==> config.mk <==
export PLATFORM = sky130hd
export DESIGN_NAME = muldiv_unit
export DESIGN_NICKNAME = d
export VERILOG_FILES = /design/src/rtl/muldiv_unit.sv
export SDC_FILE = /design/constraint.sdc
export NUM_CORES = 1
export LEC_CHECK = 0
export ABC_AREA = 1
export CORE_UTILIZATION = 57
export CTS_BUF_LIST = sky130_fd_sc_hd__clkbuf_8 sky130_fd_sc_hd__clkbuf_16
export DETAILED_ROUTE_END_ITERATION = 8
export DONT_BUFFER_PORTS = 1
export GPL_TIMING_DRIVEN = 0
export PLACE_DENSITY = 0.83
export SETUP_SLACK_MARGIN = 0.15
export SLEW_MARGIN = 5
export SYNTH_ARGS = -nofsm -noshare
export SYNTH_HDL_FRONTEND = slang
export SYNTH_SLANG_ARGS = --single-unit
==> constraint.sdc <==
create_clock -name clk -period 3.1 [get_ports clk]
set_input_delay 0 -clock clk [delete_from_list [all_inputs] [get_ports clk]]
set_output_delay 0 -clock clk [all_outputs]
set_load 0.02 [all_outputs]
==> src/rtl/muldiv_unit.sv <==
// rtl/muldiv_unit.sv - iterative multiply/divide unit with HI/LO registers
module muldiv_unit #(
  parameter int WIDTH = 32
) (
  input  logic             clk,
  input  logic             rst_n,
  input  logic             start,
  input  logic [1:0]       op,
  input  logic [WIDTH-1:0] a,
  input  logic [WIDTH-1:0] b,
  input  logic             hi_we,
  input  logic             lo_we,
  input  logic [WIDTH-1:0] wdata,
  output logic             busy,
  output logic             done,
  output logic             div_by_zero,
  output logic [WIDTH-1:0] hi,
  output logic [WIDTH-1:0] lo
);

  typedef enum logic [1:0] {
    IDLE = 2'd0,
    CALC = 2'd1,
    FIN  = 2'd2
  } state_t;

  localparam logic [5:0] LAST = 6'(WIDTH - 1);

  state_t               state_q;
  state_t               state_d;
  logic [5:0]           cnt_q;
  logic [2*WIDTH-1:0]   acc_q;
  logic [WIDTH:0]       rem_q;
  logic [WIDTH-1:0]     mcand_q;
  logic                 is_div_q;
  logic                 neg_res_q;
  logic                 neg_rem_q;
  logic                 dbz_q;

  logic                 signed_op;
  logic                 a_neg;
  logic                 b_neg;
  logic [WIDTH-1:0]     abs_a;
  logic [WIDTH-1:0]     abs_b;
  logic                 start_dbz;
  logic [WIDTH:0]       mul_sum;
  logic [WIDTH:0]       div_shift;
  logic [WIDTH+1:0]     div_sub;
  logic                 div_ge;
  logic [WIDTH-1:0]     quot;
  logic [WIDTH-1:0]     quot_out;
  logic [WIDTH-1:0]     rem_out;
  logic [2*WIDTH-1:0]   prod_out;

  // Operand magnitudes and result signs are fixed at start; the loop runs unsigned.
  assign signed_op = ~op[0];
  assign a_neg     = signed_op & a[WIDTH-1];
  assign b_neg     = signed_op & b[WIDTH-1];
  assign abs_a     = a_neg ? -a : a;
  assign abs_b     = b_neg ? -b : b;
  assign start_dbz = op[1] & (b == '0);

  assign mul_sum   = {1'b0, acc_q[2*WIDTH-1:WIDTH]} + (acc_q[0] ? {1'b0, mcand_q} : '0);

  // Restoring step: the low half of acc_q shifts dividend bits out and quotient bits in.
  assign div_shift = {rem_q[WIDTH-1:0], acc_q[WIDTH-1]};
  assign div_sub   = {1'b0, div_shift} - {2'b0, mcand_q};
  assign div_ge    = rem_q[WIDTH] | ~div_sub[WIDTH+1];

  assign quot      = acc_q[WIDTH-1:0];
  assign quot_out  = neg_res_q ? -quot : quot;
  assign rem_out   = neg_rem_q ? -rem_q[WIDTH-1:0] : rem_q[WIDTH-1:0];
  assign prod_out  = neg_res_q ? -acc_q : acc_q;

  assign busy      = (state_q != IDLE);

  always_ff @(posedge clk) begin
    if (!rst_n) begin
      state_q <= IDLE;
    end else begin
      state_q <= state_d;
    end
  end

  always_comb begin
    state_d = state_q;
    case (state_q)
      IDLE:    if (start) state_d = start_dbz ? FIN : CALC;
      CALC:    if (cnt_q == LAST) state_d = FIN;
      FIN:     state_d = IDLE;
      default: state_d = IDLE;
    endcase
  end

  always_ff @(posedge clk) begin
    if (!rst_n) begin
      hi          <= '0;
      lo          <= '0;
      done        <= 1'b0;
      div_by_zero <= 1'b0;
      cnt_q       <= '0;
      acc_q       <= '0;
      rem_q       <= '0;
      mcand_q     <= '0;
      is_div_q    <= 1'b0;
      neg_res_q   <= 1'b0;
      neg_rem_q   <= 1'b0;
      dbz_q       <= 1'b0;
    end else begin
      done        <= 1'b0;
      div_by_zero <= 1'b0;
      case (state_q)
        IDLE: begin
          if (hi_we) hi <= wdata;
          if (lo_we) lo <= wdata;
          if (start) begin
            cnt_q     <= '0;
            rem_q     <= '0;
            is_div_q  <= op[1];
            neg_res_q <= a_neg ^ b_neg;
            neg_rem_q <= a_neg;
            dbz_q     <= start_dbz;
            if (op[1]) begin
              mcand_q <= abs_b;
              acc_q   <= {{WIDTH{1'b0}}, abs_a};
            end else begin
              mcand_q <= abs_a;
              acc_q   <= {{WIDTH{1'b0}}, abs_b};
            end
          end
        end
        CALC: begin
          cnt_q <= cnt_q + 6'd1;
          if (is_div_q) begin
            rem_q             <= div_ge ? div_sub[WIDTH:0] : div_shift;
            acc_q[WIDTH-1:0]  <= {acc_q[WIDTH-2:0], div_ge};
          end else begin
            acc_q <= {mul_sum, acc_q[WIDTH-1:1]};
          end
        end
        FIN: begin
          done        <= 1'b1;
          div_by_zero <= dbz_q;
          if (!dbz_q) begin
            if (is_div_q) begin
              hi <= rem_out;
              lo <= quot_out;
            end else begin
              hi <= prod_out[2*WIDTH-1:WIDTH];
              lo <= prod_out[WIDTH-1:0];
            end
          end
        end
        default: ;
      endcase
    end
  end

endmodule

# Word-level counts from Yosys, hierarchy flattened
# Cells that the tools add are included.
# word_totals
register_bits	207
in_bits	103
output_inout_bits	67
elab_cells	83
# classes
addsub	8
n_eq_ne	10
n_mux	31
bitwise	7
reduce_logical	13
# ops
operator	n
2-to-1 mux 32 bit	15
2-to-1 mux 64 bit	2
negation 32 bit	4
one-hot mux 32 bit (2 select lines)	2
one-hot mux 64 bit (2 select lines)	1
2-to-1 mux 33 bit	3
one-hot mux 33 bit (2 select lines)	1
negation 64 bit	1
subtractor 33 x 32 -> 34 bit	1
adder 32 x 32 -> 33 bit	1
logical NOT 32 bit	1
inequality test 2 bit, second input constant	7
one-hot mux 6 bit (2 select lines)	1
AND reduction 3 bit	4
AND reduction 2 bit	4
adder 6 x 1 -> 6 bit, second input constant	1
== test 6 x 5 -> 1 bit, second input constant	1
2-to-1 mux 2 bit	3
2-to-1 mux 6 bit	1
nonzero test 2 bit	3
one-hot mux 2 bit (2 select lines)	1
AND 1 bit	3
== test 2 x 1 -> 1 bit, second input constant	1
== test 2 bit, second input constant	1
other kinds (5)	6

# Longest topological paths before layout
# depth
word_depth	6
depth_mapped	18
ltp_nobuf	16

# Worst setup path after synthesis
# Ideal clock, no wire load.
# synth_path
path_type	register -> register
from	register acc_q[0]
to	register acc_q[57]
setup_time_ps	132
t_arrival_ps	2129
required_time_ps	2968
setup_slack_ps	838
path_stages_with_launch	17
path_buffers	1
period_less_slack_ps	2262
cell_sequence	dfxtp_1 buf_6 nand2_1 inv_1 ha_1 inv_1 fa_1 inv_1 nand2_1 o21ai_1 a21boi_1 o21ai_0 nand2_1 nand3_1 nand2_1 nand3_1 a21oi_1
# synth_between
elab_chain_len	4
# synth_rtl
item	line_no	rtl
start: declaration	32	logic [2*WIDTH-1:0] acc_q;
start signal: assignment	125	acc_q <= {{WIDTH{1'b0}}, abs_a};
start signal: assignment	128	acc_q <= {{WIDTH{1'b0}}, abs_b};
start signal: indexed assignment	136	acc_q[WIDTH-1:0] <= {acc_q[WIDTH-2:0], div_ge};
2-to-1 mux 32 bit	63	assign mul_sum = {1'b0, acc_q[2*WIDTH-1:WIDTH]} + (acc_q[0] ? {1'b0, mcand_q} : '0);
adder 32 x 32 -> 33 bit	63	
2-to-1 mux 32 bit	134	if (is_div_q) begin
one-hot mux 64 bit (2 select lines)	112	case (state_q)
# No other way between the ends. The select of a mux whose other input is x is not followed.
# A chain may end at the register's enable or synchronous reset.

# Final worst setup path
# layout_path
from	register state_q[1]
to	register mcand_q[1]
# layout_between
elab_chain_len	2
# layout_rtl
item	line_no	rtl
start: declaration	29	state_t state_q;
start signal: assignment	81	state_q <= state_d;
logical NOT 2 bit	112	
AND reduction 2 bit (no line)	n/a	
end signal: assignment	124	mcand_q <= abs_b;
end signal: assignment	127	mcand_q <= abs_a;
end: declaration	34	logic [WIDTH-1:0] mcand_q;
# No other way between the ends.

==> impl_results.md <==
* Max-cap viol count at 0
* Reg-to-Reg End: mcand_q[1]
* Seq/Total Area, Yosys at 21.3%
* Placeable core region at 0.0335 mm^2
* DRC at 0
* Multi-input gate area in the final layout at 0.0131 mm^2
* Leading cell type in the layout, fill and taps excluded: nand2_1
* Power, Total at 9.13 mW
* Top library cells by usage in the layout, fill and taps aside: nand2_1, inv_1, a21oi_1, nor2_1, nand3_1
* Sinks on Clock Net at 207
* Overflow left after global routing at 0
* Max Buffers Root-to-Sink at 3
* Number of buffers inserted during clock tree synthesis at 25
* Unrepaired setup endpoints after global routing: true
* Share of synthesized registers carrying an async set or reset at 0%
* Number of I/O pins at 170
* Setup WS post-layout at 0.220 ns
* Number of failing hold endpoints at the final stage at 0
* Final Max Tran Viols at 0
* Setup Crit Path Kind: flip-flop to flip-flop
* Die boundary height at 187 um
* Outcome: complete, no violations
* Max Clock Skew at 0.0253 ns
* DR vias at 25100
* HP Class: primary input to flip-flop
* Main area contributors after synthesis: dfxtp_1, nand2_1, a21oi_1
* Cell chosen for the clock root: clkbuf_16
* Worst slack, placed at -0.0626 ns
* Gp weighted congestion at 1.10
* Number of warning messages in the yosys log at 0
* Worst EP required at 3.54 ns
* Register cell area after layout at 0.00415 mm^2
* Portion of the clock cycle consumed by the worst path in the final layout at 92.9%
* Hold path endpoint: mcand_q[31]
* Count of cell types in the netlist at 54
* Insertion delay to the later sink of the worst-skew pair at 0.56 ns
* Average cell area after synthesis at 5.68 um^2
* Post-synth design cell area at 0.0194 mm^2
* Largest net degree at the start of global routing at 14
* Kind of capture point of the worst setup path: flip-flop
* Max frequency at 347 MHz
* Worst path max stage delay at 0.67 ns
* First-pass GRT wire length at 131 mm
* Synth Instances at 3417
* Primary flip-flop cell chosen by synthesis mapping: dfxtp_1
* Proportion of layout cells with a drive suffix above 1 at 4.83%
* GRT Resource Usage Total at 48.6%
* Number of setup violations in the final report at 0
* Hpwl dp at 68.9 mm
* Cell depth of the worst hold path at 6
* Starting utilization of the core area at 57.9%
* Reg2reg start: state_q[1]
* Area leader, netlist: dfxtp_1
* CTS tree: done
* Least-Margin Pin Slew at 1.12 ns
* Top fanout value on the critical path at 10
* Remaining antenna violation count at 0
* Total number of H-tree levels at 1
* Element type at the critical path start: flip-flop
* Number of synthesized flops with an enable pin at 0
* Starting DRT DRC Count at 3461
* Area growth from synthesis to layout at 13.8%
* Syn Nets at 3591
* Total length of routed wires at 88.1 mm
* Peak ir drop on the vdd network at 417 uV
* 1st-pass router iterations at 8
* Fraction of synthesized cell area taken by the top area cell type at 21.3%
* Headroom to the max-slew limit at 25.5%
* Reg2reg setup slack at 0.22 ns
* Clock-pin slew of the registers on the worst-case setup and hold paths at 0.06 ns
* Number of placement rows at 67
* Die boundary width at 187 um
* Met2 routed wirelength at 34.0 mm
* Wire length on met3 at 13.2 mm
* Crit path launch: state_q[1]
* Utilization of the core after routing at 65.9%
* Min Hold Slack at 0.0219 ns
* Start point of the worst hold path: op[0]
* Min Clock Period, post-route at 2.88 ns
* Wire length per cell after detailed routing at 21.8 um
* Pwr dens at 413 mW/mm^2
* Vias in the first global route at 22300
* Critical-path cell list: nor2_1 > nand2_1 > nor2_4 > inv_1 > clkbuf_1 > o221ai_1 > dlygate4sd3_1 > nand2_1 > inv_1
* Filler instances at 3295
* Via/cell ratio at 6.23
* Highest metal layer with signal wires: met5
* Number of flip-flops and latches in the synthesized netlist at 207
* Data arrival time of the worst path at 3.32 ns
* Number of nets in the layout at 3739
* Wire length on met1 at 33.9 mm
* Leak at 10.7 nW
* Antenna violations before repair at 4
* Depth of the worst register-to-register path at 9
* Standard cell with the maximum stage delay on the critical path: clkbuf_1
* Full die area at 0.0348 mm^2
* Port buffer count at 0
* Summed negative setup slack over all endpoints at 0 ns
==> synthesized netlist by cell type (6+ instances only) <==
master and n:
xnor2_1 20, o21ai_1 19, nand2_2 8, o21bai_1 21, nor2_4 11, o211ai_1 27, nor2_2 18, o21ai_0 232
clkbuf_1 68, nor2_1 342, ha_1 69, buf_6 7, dfxtp_1 207, buf_4 6, a31oi_1 13, nand2_1 964
a221oi_1 25, nand3b_1 22, nand3_1 329, nand4_1 45, buf_1 15, a21oi_1 355, xor2_1 37, buf_2 40
inv_1 407, or2_2 6, nor3_1 31, a22oi_1 10
==> worst max-delay path, delay by kind of cell, from the launching register on <==
family          cells  cell delay, ns
buf+inv             4            1.60
simple gates        4            0.47
flops               1            0.44
compound gates      1            0.26
==> cell families after synthesis <==
family / share of synthesized area (%)
XOR/XNOR: 2.57
adder cells (fa/ha/maj): 4.65
buffers and inverters: 11.3
flip-flops: 21.3
AND/OR/NAND/NOR: 39.8
multiplexers: 0.0515
AO/OA/AOI/OAI: 20.3
==> stage by stage <==
step / instances / instance area (um^2)
finish: 4033 / 22100
global route: 4032 / 22100
CTS: 4029 / 22000
detailed placement: 3865 / 20000
global placement: 3865 / 20000
floorplan: 3417 / 19400
==> registers in the layout, summed over array words and instances, names as in the netlist <==
name	flops
hi	32
state_q	2
neg_res_q	1
done	1
lo	32
cnt_q	6
rem_q	33
dbz_q	1
is_div_q	1
div_by_zero	1
mcand_q	32
acc_q	64
neg_rem_q	1
==> area by class of cell <==
cell class	instances	share of cell area, %
Multi-Input combinational cell	2659	59.4
Sequential cell	207	18.8
Inverter	415	7.05
Timing Repair Buffer	121	5.46
Clock buffer	29	3.08
Buffer	136	2.89
Tap cell	448	2.54
Clock inverter	16	0.776
Antenna cell	2	0.0226
==> power breakdown <==
group          total, mW  switching [mW]  internal, mW
combinational       2.84            1.96         0.881
clock               3.10            1.33          1.76
sequential          3.19           0.343          2.85
total               9.13            3.63          5.49
==> worst max-delay path by stage <==
stage,to,slack (ns),cells after the start
floorplan,acc_q[57],0.84,16
finish,mcand_q[1],0.22,9
global route,acc_q[54],0.13,15
global placement,acc_q[57],-0.04,16
detailed placement,acc_q[57],-0.06,16
CTS,acc_q[62],0.12,16
==> what timing repair did <==
action	CTS	global route
pin swaps	0	2
hold buffers	119	0
resized for setup	3	19
setup endpoints to repair	7	30
hold endpoints to repair	129	0
setup buffers	0	2
==> routing by layer <==
layer	track usage, %	vias to the layer above
li1	-	11600
met1	63.9	11200
met2	68.1	1985
met3	14.9	407
met4	31.8	2
met5	0	-
(Power assumes the default switching activity.)
